--- src/rtl/hilo_pkg.sv ---
// -----------------------------------------------------------------------------
// hilo_pkg
// Shared types for the HI/LO multiply/divide unit.
//   hilo_op_e    : op_code encoding seen on the request bus
//   hilo_state_e : control FSM states (IDLE / MUL / DIV / FIX)
//   hilo_cnt_w() : width of the iteration counter for a given operand width
// -----------------------------------------------------------------------------
package hilo_pkg;

    typedef enum logic [2:0] {
        OP_MULT  = 3'd0,
        OP_MULTU = 3'd1,
        OP_DIV   = 3'd2,
        OP_DIVU  = 3'd3,
        OP_MTHI  = 3'd4,
        OP_MTLO  = 3'd5,
        OP_MADD  = 3'd6,
        OP_MSUB  = 3'd7
    } hilo_op_e;

    typedef enum logic [1:0] {
        ST_IDLE = 2'd0,
        ST_MUL  = 2'd1,
        ST_DIV  = 2'd2,
        ST_FIX  = 2'd3
    } hilo_state_e;

    localparam int HILO_DW_DEFAULT = 32;
    localparam int HILO_CNT_W      = $clog2(HILO_DW_DEFAULT + 1);

    // Iteration counter width for an arbitrary operand width.
    function automatic int hilo_cnt_w(input int dw);
        return $clog2(dw + 1);
    endfunction

endpackage

--- src/rtl/hilo_muldiv_unit_if.sv ---
// -----------------------------------------------------------------------------
// hilo_muldiv_unit_if
// Request/response bundle between the execute stage (master) and the HI/LO
// multiply/divide unit (slave).
//   op_valid/op_ready          : request handshake, accept when both high
//   op_code, operand_a/b       : request payload, sampled at the accept edge
//   busy, done, div_by_zero    : status (done/div_by_zero are 1-cycle pulses)
//   out_hi, out_lo             : current HI / LO contents
// -----------------------------------------------------------------------------
interface hilo_muldiv_unit_if #(
    parameter int DATA_WIDTH = 32
);
    logic                  op_valid;
    logic                  op_ready;
    logic [2:0]            op_code;
    logic [DATA_WIDTH-1:0] operand_a;
    logic [DATA_WIDTH-1:0] operand_b;
    logic                  busy;
    logic                  done;
    logic                  div_by_zero;
    logic [DATA_WIDTH-1:0] out_hi;
    logic [DATA_WIDTH-1:0] out_lo;

    modport master (
        output op_valid, op_code, operand_a, operand_b,
        input  op_ready, busy, done, div_by_zero, out_hi, out_lo
    );

    modport slave (
        input  op_valid, op_code, operand_a, operand_b,
        output op_ready, busy, done, div_by_zero, out_hi, out_lo
    );
endinterface

--- src/rtl/hilo_iter_core.sv ---
// -----------------------------------------------------------------------------
// hilo_iter_core
// Shared iterative datapath: one shift register pair (r/q) plus a single
// adder/subtractor, used for unsigned shift-add multiply (mode_i=0) and
// unsigned restoring division (mode_i=1). One bit per step_i cycle.
// Ports:
//   clk, reset   : clock, asynchronous active-low reset
//   load_i       : load a_i into q (multiplier/dividend), b_i into operand
//                  register (multiplicand/divisor), clear r
//   step_i       : perform one iteration
//   mode_i       : 0 multiply, 1 divide
//   hi_o, lo_o   : multiply -> {hi,lo} product; divide -> hi remainder,
//                  lo quotient
// -----------------------------------------------------------------------------
module hilo_iter_core #(
    parameter int DATA_WIDTH = 32
) (
    input  logic                  clk,
    input  logic                  reset,
    input  logic                  load_i,
    input  logic                  step_i,
    input  logic                  mode_i,
    input  logic [DATA_WIDTH-1:0] a_i,
    input  logic [DATA_WIDTH-1:0] b_i,
    output logic [DATA_WIDTH-1:0] hi_o,
    output logic [DATA_WIDTH-1:0] lo_o
);
    localparam int DW = DATA_WIDTH;

    logic [DW-1:0] r_q, r_d;
    logic [DW-1:0] q_q, q_d;
    logic [DW-1:0] opd_q, opd_d;

    logic [DW:0]   x;
    logic [DW:0]   y;
    logic          cin;
    logic [DW+1:0] sum;

    // Shared adder. Divide computes x - divisor as x + ~divisor + 1, so the
    // carry out (sum[DW+1]) is the "no borrow" quotient bit.
    always_comb begin
        x   = {1'b0, r_q};
        y   = '0;
        cin = 1'b0;
        if (mode_i) begin
            x   = {r_q, q_q[DW-1]};
            y   = ~{1'b0, opd_q};
            cin = 1'b1;
        end else if (q_q[0]) begin
            y   = {1'b0, opd_q};
        end
        sum = {1'b0, x} + {1'b0, y} + {{(DW+1){1'b0}}, cin};
    end

    always_comb begin
        r_d   = r_q;
        q_d   = q_q;
        opd_d = opd_q;
        if (load_i) begin
            r_d   = '0;
            q_d   = a_i;
            opd_d = b_i;
        end else if (step_i) begin
            if (mode_i) begin
                // Remainder stays below the divisor, so DW bits suffice.
                if (sum[DW+1]) begin
                    r_d = sum[DW-1:0];
                    q_d = {q_q[DW-2:0], 1'b1};
                end else begin
                    r_d = x[DW-1:0];
                    q_d = {q_q[DW-2:0], 1'b0};
                end
            end else begin
                // Shift {carry, acc, multiplier} right by one.
                r_d = sum[DW:1];
                q_d = {sum[0], q_q[DW-1:1]};
            end
        end
    end

    always_ff @(posedge clk or negedge reset) begin
        if (!reset) begin
            r_q   <= '0;
            q_q   <= '0;
            opd_q <= '0;
        end else begin
            r_q   <= r_d;
            q_q   <= q_d;
            opd_q <= opd_d;
        end
    end

    assign hi_o = r_q;
    assign lo_o = q_q;

endmodule

--- src/rtl/hilo_muldiv_unit.sv ---
// -----------------------------------------------------------------------------
// hilo_muldiv_unit
// HI/LO register pair with an iterative multiply/divide engine, MTHI/MTLO
// writes and a valid/ready handshake. Owns the control FSM, sign fix-up and
// HI/LO commit; the bit-serial datapath lives in hilo_iter_core.
// Ports:
//   clk    : clock, rising edge
//   reset  : asynchronous active-low reset
//   bus    : hilo_muldiv_unit_if.slave (request, status, out_hi/out_lo)
// Build option:
//   HILO_MADD_EN : when defined, op_codes 6/7 are signed multiply-accumulate
//                  / multiply-subtract into {HI,LO}; otherwise they are
//                  single-cycle no-ops that just pulse done.
// Latency: accept at E0, commit at E(DATA_WIDTH+1), done high the cycle after.
// -----------------------------------------------------------------------------
module hilo_muldiv_unit
    import hilo_pkg::*;
#(
    parameter int                    DATA_WIDTH = 32,
    parameter logic [DATA_WIDTH-1:0] HI_RESET   = '0,
    parameter logic [DATA_WIDTH-1:0] LO_RESET   = '0
) (
    input  logic                clk,
    input  logic                reset,
    hilo_muldiv_unit_if.slave   bus
);
    localparam int DW    = DATA_WIDTH;
    localparam int CNT_W = hilo_cnt_w(DATA_WIDTH);
    localparam logic [CNT_W-1:0] LAST = CNT_W'(DATA_WIDTH - 1);

    hilo_state_e       state_q, state_d;
    hilo_op_e          op_q, op_d, op_in;
    logic [CNT_W-1:0]  cnt_q, cnt_d;
    logic              neg_res_q, neg_res_d;
    logic              neg_rem_q, neg_rem_d;
    logic [DW-1:0]     hi_q, hi_d, lo_q, lo_d;
    logic              done_q, done_d, dbz_q, dbz_d;

    logic              ready, accept, is_signed;
    logic              core_load, core_step, core_mode;
    logic [DW-1:0]     core_a, core_b, core_hi, core_lo;
    logic [2*DW-1:0]   prod;

    // Magnitude in DW+1 bits so that |MIN| is representable; the result
    // always fits in DW unsigned bits.
    function automatic logic [DW-1:0] mag(input logic [DW-1:0] v, input logic sgn);
        logic signed [DW:0] ext;
        ext = $signed({v[DW-1] & sgn, v});
        if (sgn && v[DW-1]) ext = -ext;
        return ext[DW-1:0];
    endfunction

    assign op_in     = hilo_op_e'(bus.op_code);
    assign accept    = bus.op_valid && ready;
    assign is_signed = op_in inside {OP_MULT, OP_DIV, OP_MADD, OP_MSUB};
    assign core_a    = mag(bus.operand_a, is_signed);
    assign core_b    = mag(bus.operand_b, is_signed);

    // FSM: state register
    always_ff @(posedge clk or negedge reset) begin
        if (!reset) state_q <= ST_IDLE;
        else        state_q <= state_d;
    end

    // FSM: next state
    always_comb begin
        state_d = state_q;
        case (state_q)
            ST_IDLE: begin
                if (accept) begin
                    case (op_in)
                        OP_MULT, OP_MULTU: state_d = ST_MUL;
                        OP_DIV, OP_DIVU: begin
                            if (bus.operand_b != '0) state_d = ST_DIV;
                        end
`ifdef HILO_MADD_EN
                        OP_MADD, OP_MSUB:  state_d = ST_MUL;
`endif
                        default:           state_d = ST_IDLE;
                    endcase
                end
            end
            ST_MUL, ST_DIV: if (cnt_q == LAST) state_d = ST_FIX;
            ST_FIX:         state_d = ST_IDLE;
            default:        state_d = ST_IDLE;
        endcase
    end

    // FSM: outputs
    always_comb begin
        ready     = (state_q == ST_IDLE);
        core_step = (state_q == ST_MUL) || (state_q == ST_DIV);
        core_mode = (state_q == ST_DIV);
        core_load = (state_q == ST_IDLE) && (state_d != ST_IDLE);
    end

    // Request capture, iteration count and sign fix-up / commit.
    always_comb begin
        hi_d      = hi_q;
        lo_d      = lo_q;
        op_d      = op_q;
        cnt_d     = cnt_q;
        neg_res_d = neg_res_q;
        neg_rem_d = neg_rem_q;
        done_d    = 1'b0;
        dbz_d     = 1'b0;
        prod      = {core_hi, core_lo};
        if (neg_res_q) prod = -prod;

        case (state_q)
            ST_IDLE: begin
                if (accept) begin
                    op_d      = op_in;
                    cnt_d     = '0;
                    neg_res_d = is_signed & (bus.operand_a[DW-1] ^ bus.operand_b[DW-1]);
                    neg_rem_d = is_signed & bus.operand_a[DW-1];
                    case (op_in)
                        OP_MTHI: hi_d = bus.operand_a;
                        OP_MTLO: lo_d = bus.operand_a;
                        OP_DIV, OP_DIVU: begin
                            if (bus.operand_b == '0) begin
                                done_d = 1'b1;
                                dbz_d  = 1'b1;
                            end
                        end
`ifndef HILO_MADD_EN
                        OP_MADD, OP_MSUB: done_d = 1'b1;
`endif
                        default: ;
                    endcase
                end
            end
            ST_MUL, ST_DIV: cnt_d = cnt_q + CNT_W'(1);
            ST_FIX: begin
                done_d = 1'b1;
                case (op_q)
                    OP_DIV, OP_DIVU: begin
                        lo_d = neg_res_q ? -core_lo : core_lo;
                        hi_d = neg_rem_q ? -core_hi : core_hi;
                    end
`ifdef HILO_MADD_EN
                    OP_MADD: {hi_d, lo_d} = {hi_q, lo_q} + prod;
                    OP_MSUB: {hi_d, lo_d} = {hi_q, lo_q} - prod;
`endif
                    default: {hi_d, lo_d} = prod;
                endcase
            end
            default: ;
        endcase
    end

    always_ff @(posedge clk or negedge reset) begin
        if (!reset) begin
            hi_q      <= HI_RESET;
            lo_q      <= LO_RESET;
            op_q      <= OP_MULT;
            cnt_q     <= '0;
            neg_res_q <= 1'b0;
            neg_rem_q <= 1'b0;
            done_q    <= 1'b0;
            dbz_q     <= 1'b0;
        end else begin
            hi_q      <= hi_d;
            lo_q      <= lo_d;
            op_q      <= op_d;
            cnt_q     <= cnt_d;
            neg_res_q <= neg_res_d;
            neg_rem_q <= neg_rem_d;
            done_q    <= done_d;
            dbz_q     <= dbz_d;
        end
    end

    hilo_iter_core #(
        .DATA_WIDTH (DATA_WIDTH)
    ) u_core (
        .clk    (clk),
        .reset  (reset),
        .load_i (core_load),
        .step_i (core_step),
        .mode_i (core_mode),
        .a_i    (core_a),
        .b_i    (core_b),
        .hi_o   (core_hi),
        .lo_o   (core_lo)
    );

    assign bus.op_ready    = ready;
    assign bus.busy        = !ready;
    assign bus.done        = done_q;
    assign bus.div_by_zero = dbz_q;
    assign bus.out_hi      = hi_q;
    assign bus.out_lo      = lo_q;

endmodule

--- src/flat_wrapper.sv ---
// flat-port wrapper written by rule: the top's interface ports become plain ports
module hilo_muldiv_unit_flat import hilo_pkg::*;
#(
    parameter int                    DATA_WIDTH = 32,
    parameter logic [DATA_WIDTH-1:0] HI_RESET   = '0,
    parameter logic [DATA_WIDTH-1:0] LO_RESET   = '0
)
  (clk, reset, bus_op_valid, bus_op_code, bus_operand_a, bus_operand_b, bus_op_ready, bus_busy, bus_done, bus_div_by_zero, bus_out_hi, bus_out_lo);
  hilo_muldiv_unit_if #(.DATA_WIDTH(DATA_WIDTH)) bus_i ();
  input  logic clk;
  input  logic reset;
  input wire logic [$bits(bus_i.op_valid)-1:0] bus_op_valid;
  input wire logic [$bits(bus_i.op_code)-1:0] bus_op_code;
  input wire logic [$bits(bus_i.operand_a)-1:0] bus_operand_a;
  input wire logic [$bits(bus_i.operand_b)-1:0] bus_operand_b;
  output wire logic [$bits(bus_i.op_ready)-1:0] bus_op_ready;
  output wire logic [$bits(bus_i.busy)-1:0] bus_busy;
  output wire logic [$bits(bus_i.done)-1:0] bus_done;
  output wire logic [$bits(bus_i.div_by_zero)-1:0] bus_div_by_zero;
  output wire logic [$bits(bus_i.out_hi)-1:0] bus_out_hi;
  output wire logic [$bits(bus_i.out_lo)-1:0] bus_out_lo;
  assign bus_i.op_valid = bus_op_valid;
  assign bus_i.op_code = bus_op_code;
  assign bus_i.operand_a = bus_operand_a;
  assign bus_i.operand_b = bus_operand_b;
  assign bus_op_ready = bus_i.op_ready;
  assign bus_busy = bus_i.busy;
  assign bus_done = bus_i.done;
  assign bus_div_by_zero = bus_i.div_by_zero;
  assign bus_out_hi = bus_i.out_hi;
  assign bus_out_lo = bus_i.out_lo;
  hilo_muldiv_unit #(.DATA_WIDTH(DATA_WIDTH), .HI_RESET(HI_RESET), .LO_RESET(LO_RESET)) u_core (.clk(clk), .reset(reset), .bus(bus_i));
endmodule
--- config.mk ---
export PLATFORM = sky130hd
export DESIGN_NAME = hilo_muldiv_unit_flat
export DESIGN_NICKNAME = d
export VERILOG_FILES = /design/src/rtl/hilo_pkg.sv /design/src/rtl/hilo_muldiv_unit_if.sv /design/src/rtl/hilo_iter_core.sv /design/src/rtl/hilo_muldiv_unit.sv /design/src/flat_wrapper.sv
export SDC_FILE = /design/constraint.sdc
export NUM_CORES = 1
export LEC_CHECK = 0
export ABC_CLOCK_PERIOD_IN_PS = 5400
export CORE_UTILIZATION = 59
export CTS_CLUSTER_DIAMETER = 200
export CTS_CLUSTER_SIZE = 20
export DETAILED_ROUTE_END_ITERATION = 6
export MAX_ROUTING_LAYER = met4
export PLACE_DENSITY = 0.93
export SYNTH_ARGS = -nofsm -noshare
export SYNTH_HDL_FRONTEND = slang
export SYNTH_HIERARCHICAL = 1
export SYNTH_SLANG_ARGS = --single-unit
--- constraint.sdc ---
create_clock -name clk -period 5.4 [get_ports clk]
set_clock_uncertainty 0.05 [all_clocks]
set_input_delay 1.08 -clock clk [delete_from_list [all_inputs] [get_ports clk]]
set_output_delay 1.08 -clock clk [all_outputs]
set_load 0.005 [all_outputs]
# Yosys cells after proc, flatten, opt, wreduce, memory -nomap -nowiden
# Cells that the tools add are included.
dict set report totals {
  ff_bits 175
  input_bits 70
  output_inout_bits 68
  wordCells 103
}
dict set report op_classes {
  add_sub_neg 8
  eq_ne 16
  muxes 39
  n_bitwise 4
  reduce_logical 24
}
# operator n
set op_table {}
lappend op_table {{$mux 32} 18}
lappend op_table {{$neg 32->32} 4}
lappend op_table {{$pmux 32 s2} 2}
lappend op_table {{$mux 33} 2}
lappend op_table {{$mux 64} 1}
lappend op_table {{$neg 64->64} 1}
lappend op_table {{$add 33x33->34} 1}
lappend op_table {{$add 34x1->34} 1}
lappend op_table {{$not 32->33} 1}
lappend op_table {{$logic_not 32->1} 1}
lappend op_table {{$reduce_bool 32->1} 1}
lappend op_table {{$eq 3x2->1 const B} 4}
lappend op_table {{$eq 3x3->1 const B} 4}
lappend op_table {{$pmux 6 s2} 1}
lappend op_table {{$reduce_or 2->1} 5}
lappend op_table {{$reduce_bool 2->1} 4}
lappend op_table {{$mux 1} 7}
lappend op_table {{$add 6x1->6 const B} 1}
lappend op_table {{$eq 6x5->1 const B} 1}
lappend op_table {{$mux 2} 3}
lappend op_table {{$mux 6} 1}
lappend op_table {{$ne 2x2->1 const B} 3}
lappend op_table {{$pmux 2 s3} 1}
lappend op_table {{$reduce_and 3->1} 2}
lappend op_table {{other kinds (14)} 21}

# Logic depth before layout (Yosys ltp)
dict set report logic_depth {
  word_depth 8
  depth_mapped 20
  mapped_depth_nobuf 15
}

# Modules after synthesis
# The synthesis kept the hierarchy.
# mod n_inst cells_per_inst area_each_um2 seq_area_each_um2
set by_module_without_submodules {}
lappend by_module_without_submodules {hilo_iter_core 1 860 7236.9 2402.3}
lappend by_module_without_submodules {hilo_muldiv_unit 1 849 6708.9 1951.9}

# Worst setup path after synthesis
# OpenSTA, ideal clock, no wires.
dict set report synth_path {
  kind {register -> register}
  start {register u_core.state_q[0]}
  end {register u_core.u_core.r_q[22], in the netlist u_core/u_core/hi_o[22]}
  setup_time_ps 122
  arrival_ps 4179
  required_ps 5228
  path_slack_ps 1049
  path_stages_with_launch 19
  n_path_buf 6
  period_less_slack_ps 4351
  path_cell_list {dfrtp_1 -> inv_1 -> ha_1 -> clkbuf_1 -> clkbuf_1 -> buf_1 -> mux2_2 -> ha_1 -> buf_2 -> a21oi_4 -> o211ai_1 -> a21oi_1 -> a21oi_1 -> or3_1 -> buf_4 -> a211o_1 -> buf_6 -> a2bb2oi_1 -> a32o_1}
}
dict set report synth_via {
  elab_chain_cells 8
  word_cells_on_any_way 24
  cone_classes {add/sub (2); eq/ne (3); mux (12); reduce/logical (7)}
}
# item line
set synth_lines {}
lappend synth_lines {{start, declared} hilo_muldiv_unit.sv:31} ;# hilo_state_e state_q, state_d;
lappend synth_lines {{start signal, assigned} hilo_muldiv_unit.sv:62} ;# else state_q <= state_d;
lappend synth_lines {{$eq 2x2->1 *} hilo_muldiv_unit.sv:93} ;# core_mode = (state_q == ST_DIV);
lappend synth_lines {{via u_core.core_mode} hilo_muldiv_unit.sv:40} ;# logic core_load, core_step, core_mode;
lappend synth_lines {{$mux 33} hilo_iter_core.sv:45} ;# if (mode_i) begin
lappend synth_lines {{$add 33x33->34} hilo_iter_core.sv:52} ;# sum = {1'b0, x} + {1'b0, y} + {{(DW+1){1'b0}}, cin};
lappend synth_lines {{$add 34x1->34} hilo_iter_core.sv:52}
lappend synth_lines {{$mux 32} hilo_iter_core.sv:66} ;# if (sum[DW+1]) begin
lappend synth_lines {{$mux 32} hilo_iter_core.sv:64} ;# if (mode_i) begin
lappend synth_lines {{$mux 32} hilo_iter_core.sv:63} ;# end else if (step_i) begin
lappend synth_lines {{$mux 32} hilo_iter_core.sv:59} ;# if (load_i) begin
lappend synth_lines {{end signal, assigned} hilo_iter_core.sv:87} ;# r_q <= r_d;
lappend synth_lines {{end, declared} hilo_iter_core.sv:30} ;# logic [DW-1:0] r_q, r_d;
# The timed path passes the listed nets; every way through them passes the cells marked *. The select of a mux whose other input is x is not followed.
# A chain may end at the register's enable or synchronous reset.

# Worst setup path in the final report
dict set report layout_path {
  start {register u_core.state_q[0]}
  end {register u_core.u_core.r_q[26], in the netlist u_core/u_core/hi_o[26]}
}
# Same word-level chain as after synthesis.

==> metrics list <==
* R2r setup slk: approximately 0.47 ns
* I/O Buffers: around 140
- Counting along the longest clock path gives a buffer depth of 2.
- Buffers plus inverters on the worst setup path: 3
- DP Area: ~0.015 mm^2
- After clock tree synthesis, the clock-pin slew on the worst setup and hold paths is around 0.07 ns.
* Synthesized cell area: between 0.01 and 0.015 mm^2
* Post-synth EDFFs: 0
- The number of setup buffers added after CTS is 0.
* Post-synth top area share: 31.22%
* Number of global-route vias before repair: roughly 13k
* Static leakage: 6.417 nW
* Maximum VDD drop: just over 0.3 mV
- The layout has 1,763 filler cells.
- Traced cell by cell, the critical path runs through inv_1 -> ha_4 -> buf_4 -> mux2_2 -> ha_1 -> and4_1 -> nand2_1 -> or4_1 -> a211oi_1 -> or3_1 -> a211o_1 -> buf_4 -> o221ai_1 -> o21ai_0.
- Hold Path Cell Cnt: 1
* Area inside the core boundary: about 0.023 mm^2
* Share of the core filled with cells: 70.18%
- Among all flip-flop cells after synthesis, the most frequent one is sky130_fd_sc_hd__dfrtp_1.
- In this run the critical register-to-register path is launched from u_core/state_q[0]$_DFF_PN0_.
* Area overhead of the layout relative to synthesis: 15.32%
- The run finished, with violations left.
- The final route contains ~14k vias.
- Maximum cell stage delay along the critical path: ~0.84 ns
* Total number of placement rows: 55
- Post-route DRC: 2
* Ratio of cells with drive above 1 in the final layout: a little under a tenth
* Wirelength per Cell: approximately 22 um
* Floorplan die area: approximately 0.024 mm^2
- Number of placed I/O pins: 138
- Data arrives at the worst endpoint at between 5 and 6 ns.
* Number of clock buffers inserted by TritonCTS: 17
* Count of state elements after synthesis: 174
- For this run, the number of Yosys warnings is 6.
- Top area cells in the synthesized netlist: sky130_fd_sc_hd__dfrtp_1, sky130_fd_sc_hd__o21ai_0, sky130_fd_sc_hd__xnor2_1
- Based on the critical path, the design can be clocked at up to between 0.2 and 0.25 GHz.
* Count of cell types in the netlist: 78
- Proportion of register bits with asynchronous set or reset after synthesis: 100.0%
* Number of clock sinks: about 170
* Inst Count DP: 2,070
- Worst-case hold path end point: u_core/bus.out_lo[16]$_DFFE_PN0P_
* Worst slew margin: a little over a fifth
* Power per cell area: between 600 and 700 mW/mm^2
- The die is 155.7 um tall.
- RSZ-0062 raised after global routing: no
* Type of element capturing the critical path: flip-flop
- Synthesis produced a netlist with a net count of between 1.5k and 2k.
- Number of max-cap violations: 0
* Final TNS setup: 0 ns
* Number of nets with antenna violations after detailed routing: 0
- Final-report max-slew violation count: 0
- Critical path start-end classification: flip-flop to flip-flop
- Average vias per placed instance: 6.780
- Number of nets in the final layout: 1,888
- The startpoint identified for the worst hold timing path is u_core/bus.out_lo[16]$_DFFE_PN0P_.
- After layout, the minimum clock period comes to 4.935 ns.
* Global placement routability congestion: 0.9893
- Synthesis produced a netlist whose cell count is about 1.7k.
- Transition at the pin with the smallest max-transition slack: between 1 and 1.5 ns
* DP Wirelength: 33,040 um
- Drt first-iter violations: between 1.5k and 2k
- The number of hold buffers added after CTS was 0.
* Post-CTS sizing: 0
- Library cell appearing most often on the critical path: sky130_fd_sc_hd__buf_4
- The initial utilization of the core area, before any placement, comes to between 60% and 70%.
* Type of element launching the critical path: flip-flop
- Hold/Removal Path Class: flip-flop to flip-flop
- Registers take 0.004354 mm^2.
- Endpoint of the most critical register-to-register path: u_core/u_core/hi_o[26]$_DFFE_PN0P_
- Area of all placed cells without fillers: 0.01608 mm^2
- Average footprint of a synthesized cell: a little over 8 um^2
- After synthesis, flip-flops and latches occupy a little under a third of the total area.
- Wire length of the first global-routing pass: between 70,000 and 80,000 um
* GR Overflow Total: 0
* Cell type with the highest aggregate area in the netlist: sky130_fd_sc_hd__dfrtp_1
- H-tree levels: 4
- The die is approximately 160 um wide.
* Clock Latency Late Sink: approximately 0.44 ns
- Entering global routing, the biggest net connects 104 pins.
- Number of antenna violations at the first check in global routing: 0
* TritonCTS clock tree: yes
- Required time reported for the critical path endpoint: roughly 5.7 ns
- Summed over all layers, the routed wires come to roughly 46,000 um.
* Crit-path slowest cell: sky130_fd_sc_hd__a211o_1
- Clock root buffer: sky130_fd_sc_hd__clkbuf_16
* Final Instance Count excl. Fillers: 2,102
- Share of the cycle needed by the critical path after routing: between 90% and 100%
- In this run the worst path has a maximum fanout of 33.
* Antenna diodes: 0
- The first detailed-routing pass ran for 7 iterations.
- Summing all multi-input logic gate instances after layout gives 0.009002 mm^2.
- Dominant delay contributor by cell family on the critical path: compound AO/OA/AOI/OAI gates
* Violated checks: design-rule violations
* # setup viols final: 0
- The number of hold-slack violations in the final timing report is 0.
* Overall global routing resource usage: roughly two fifths
- Depth of the worst register-to-register path: 14
## cell usage after synthesis, drive strengths merged, types with 11 or more instances
master  instances
o211ai         11
a31oi          15
o31ai          31
a211oi         11
mux2i          51
a21o           13
o41ai          22
nor2b          14
or4            17
nand4          16
o21ai         207
and3           21
mux2           66
o221ai         20
o22ai          16
nand3          16
a21oi         131
inv            35
nand2         200
nor3           44
dfrtp         174
ha             40
or3            20
nor4           21
buf            37
nor2          134
xnor2          91
clkbuf         80
xor2           52
## layout by cell type (no fill, tap or decap), drive strengths merged, types with 17 or more instances in the layout
cell | netlist | routed
and3 | 21 | 21
xor2 | 52 | 52
xnor2 | 91 | 91
clkbuf | 80 | 19
mux2i | 51 | 51
nor3 | 44 | 44
dfrtp | 174 | 174
buf | 37 | 29
mux2 | 66 | 66
o31ai | 31 | 31
nor2 | 134 | 134
a21oi | 131 | 131
o221ai | 20 | 20
nor4 | 21 | 21
clkdlybuf4s50 | 0 | 136
ha | 40 | 40
o41ai | 22 | 22
o21ai | 207 | 207
or4 | 17 | 17
nand2 | 200 | 200
inv | 35 | 43
or3 | 20 | 20
## worst max path at each step
stage,slack [ns],endpoint,depth (start not counted),from
6_report,0.47,u_core/u_core/hi_o[26]$_DFFE_PN0P_,14,u_core/state_q[0]$_DFF_PN0_
5_1_grt,0.15,u_core/u_core/hi_o[21]$_DFFE_PN0P_,15,u_core/state_q[0]$_DFF_PN0_
4_1_cts,0.56,u_core/u_core/hi_o[26]$_DFFE_PN0P_,16,u_core/state_q[0]$_DFF_PN0_
3_5_place_dp,0.34,u_core/u_core/lo_o[27]$_DFFE_PN0P_,12,bus_operand_b[0]
3_3_place_gp,0.60,u_core/u_core/lo_o[16]$_DFFE_PN0P_,12,bus_operand_b[0]
2_1_floorplan,1.05,u_core/u_core/hi_o[22]$_DFFE_PN0P_,18,u_core/state_q[0]$_DFF_PN0_
## per-layer routing
metal / share of wire [%] / vias up / track usage, %
met1: 40 / 6678 / 49.78
met2: 45 / 1001 / 59.64
met5: 0 / - / -
met3: 10 / 218 / 6.694
met4: 5.6 / 0 / 20.77
li1: - / 6355 / -
## layout make-up
cell class / instances / share of cell area (%)
multi-input combinational: 1383 / 55.98
sequential: 174 / 27.08
timing repair buffer: 165 / 9.842
clock buffer: 19 / 2.816
tap: 313 / 2.435
clock inverter: 13 / 1.035
inverter: 35 / 0.8169
## state kept, by name, indices dropped and copies added (netlist names)
register and cells:
u_core/u_core/opd_q 32, u_core/state_q 2, u_core/bus.done 1, u_core/cnt_q 6, u_core/bus.out_lo 32, u_core/u_core/lo_o 32, u_core/op_q 2, u_core/neg_rem_q 1
u_core/u_core/hi_o 32, u_core/bus.div_by_zero 1, u_core/neg_res_q 1, u_core/bus.out_hi 32
## through the flow
stage                     hold WS [ns]  total power, mW  setup slack [ns]
after floorplan                 0.3892            6.959             1.049
after global placement          0.4024            8.733            0.5996
after CTS                       0.4324            10.32            0.5618
after detailed placement        0.4166            8.959            0.3447
final                           0.4293            10.54            0.4651
after global routing            0.4432            11.19            0.1540
## cell families after synthesis
logic type      share of synthesized area, %
compound gates                         23.82
mux                                    8.990
flops                                  31.22
fa+ha+maj                              3.876
simple gates                           18.59
xor+xnor                               8.981
buf+inv                                4.522
## power breakdown
| part | internal, mW | switching (mW) |
|---|---|---|
| logic | 2.77 | 3.80 |
| clock network | 0.726 | 0.570 |
| registers | 1.91 | 0.758 |
## worst register-to-register path, cell delays in order, from the launching register on
cell	delay, ns
sky130_fd_sc_hd__dfrtp_1	0.41
sky130_fd_sc_hd__inv_1	0.17
sky130_fd_sc_hd__ha_4	0.27
sky130_fd_sc_hd__buf_4	0.36
sky130_fd_sc_hd__mux2_2	0.42
sky130_fd_sc_hd__ha_1	0.47
sky130_fd_sc_hd__and4_1	0.26
sky130_fd_sc_hd__nand2_1	0.11
sky130_fd_sc_hd__or4_1	0.44
sky130_fd_sc_hd__a211oi_1	0.17
sky130_fd_sc_hd__or3_1	0.26
sky130_fd_sc_hd__a211o_1	0.84
sky130_fd_sc_hd__buf_4	0.29
sky130_fd_sc_hd__o221ai_1	0.12
sky130_fd_sc_hd__o21ai_0	0.20
(Power assumes the default switching activity.)
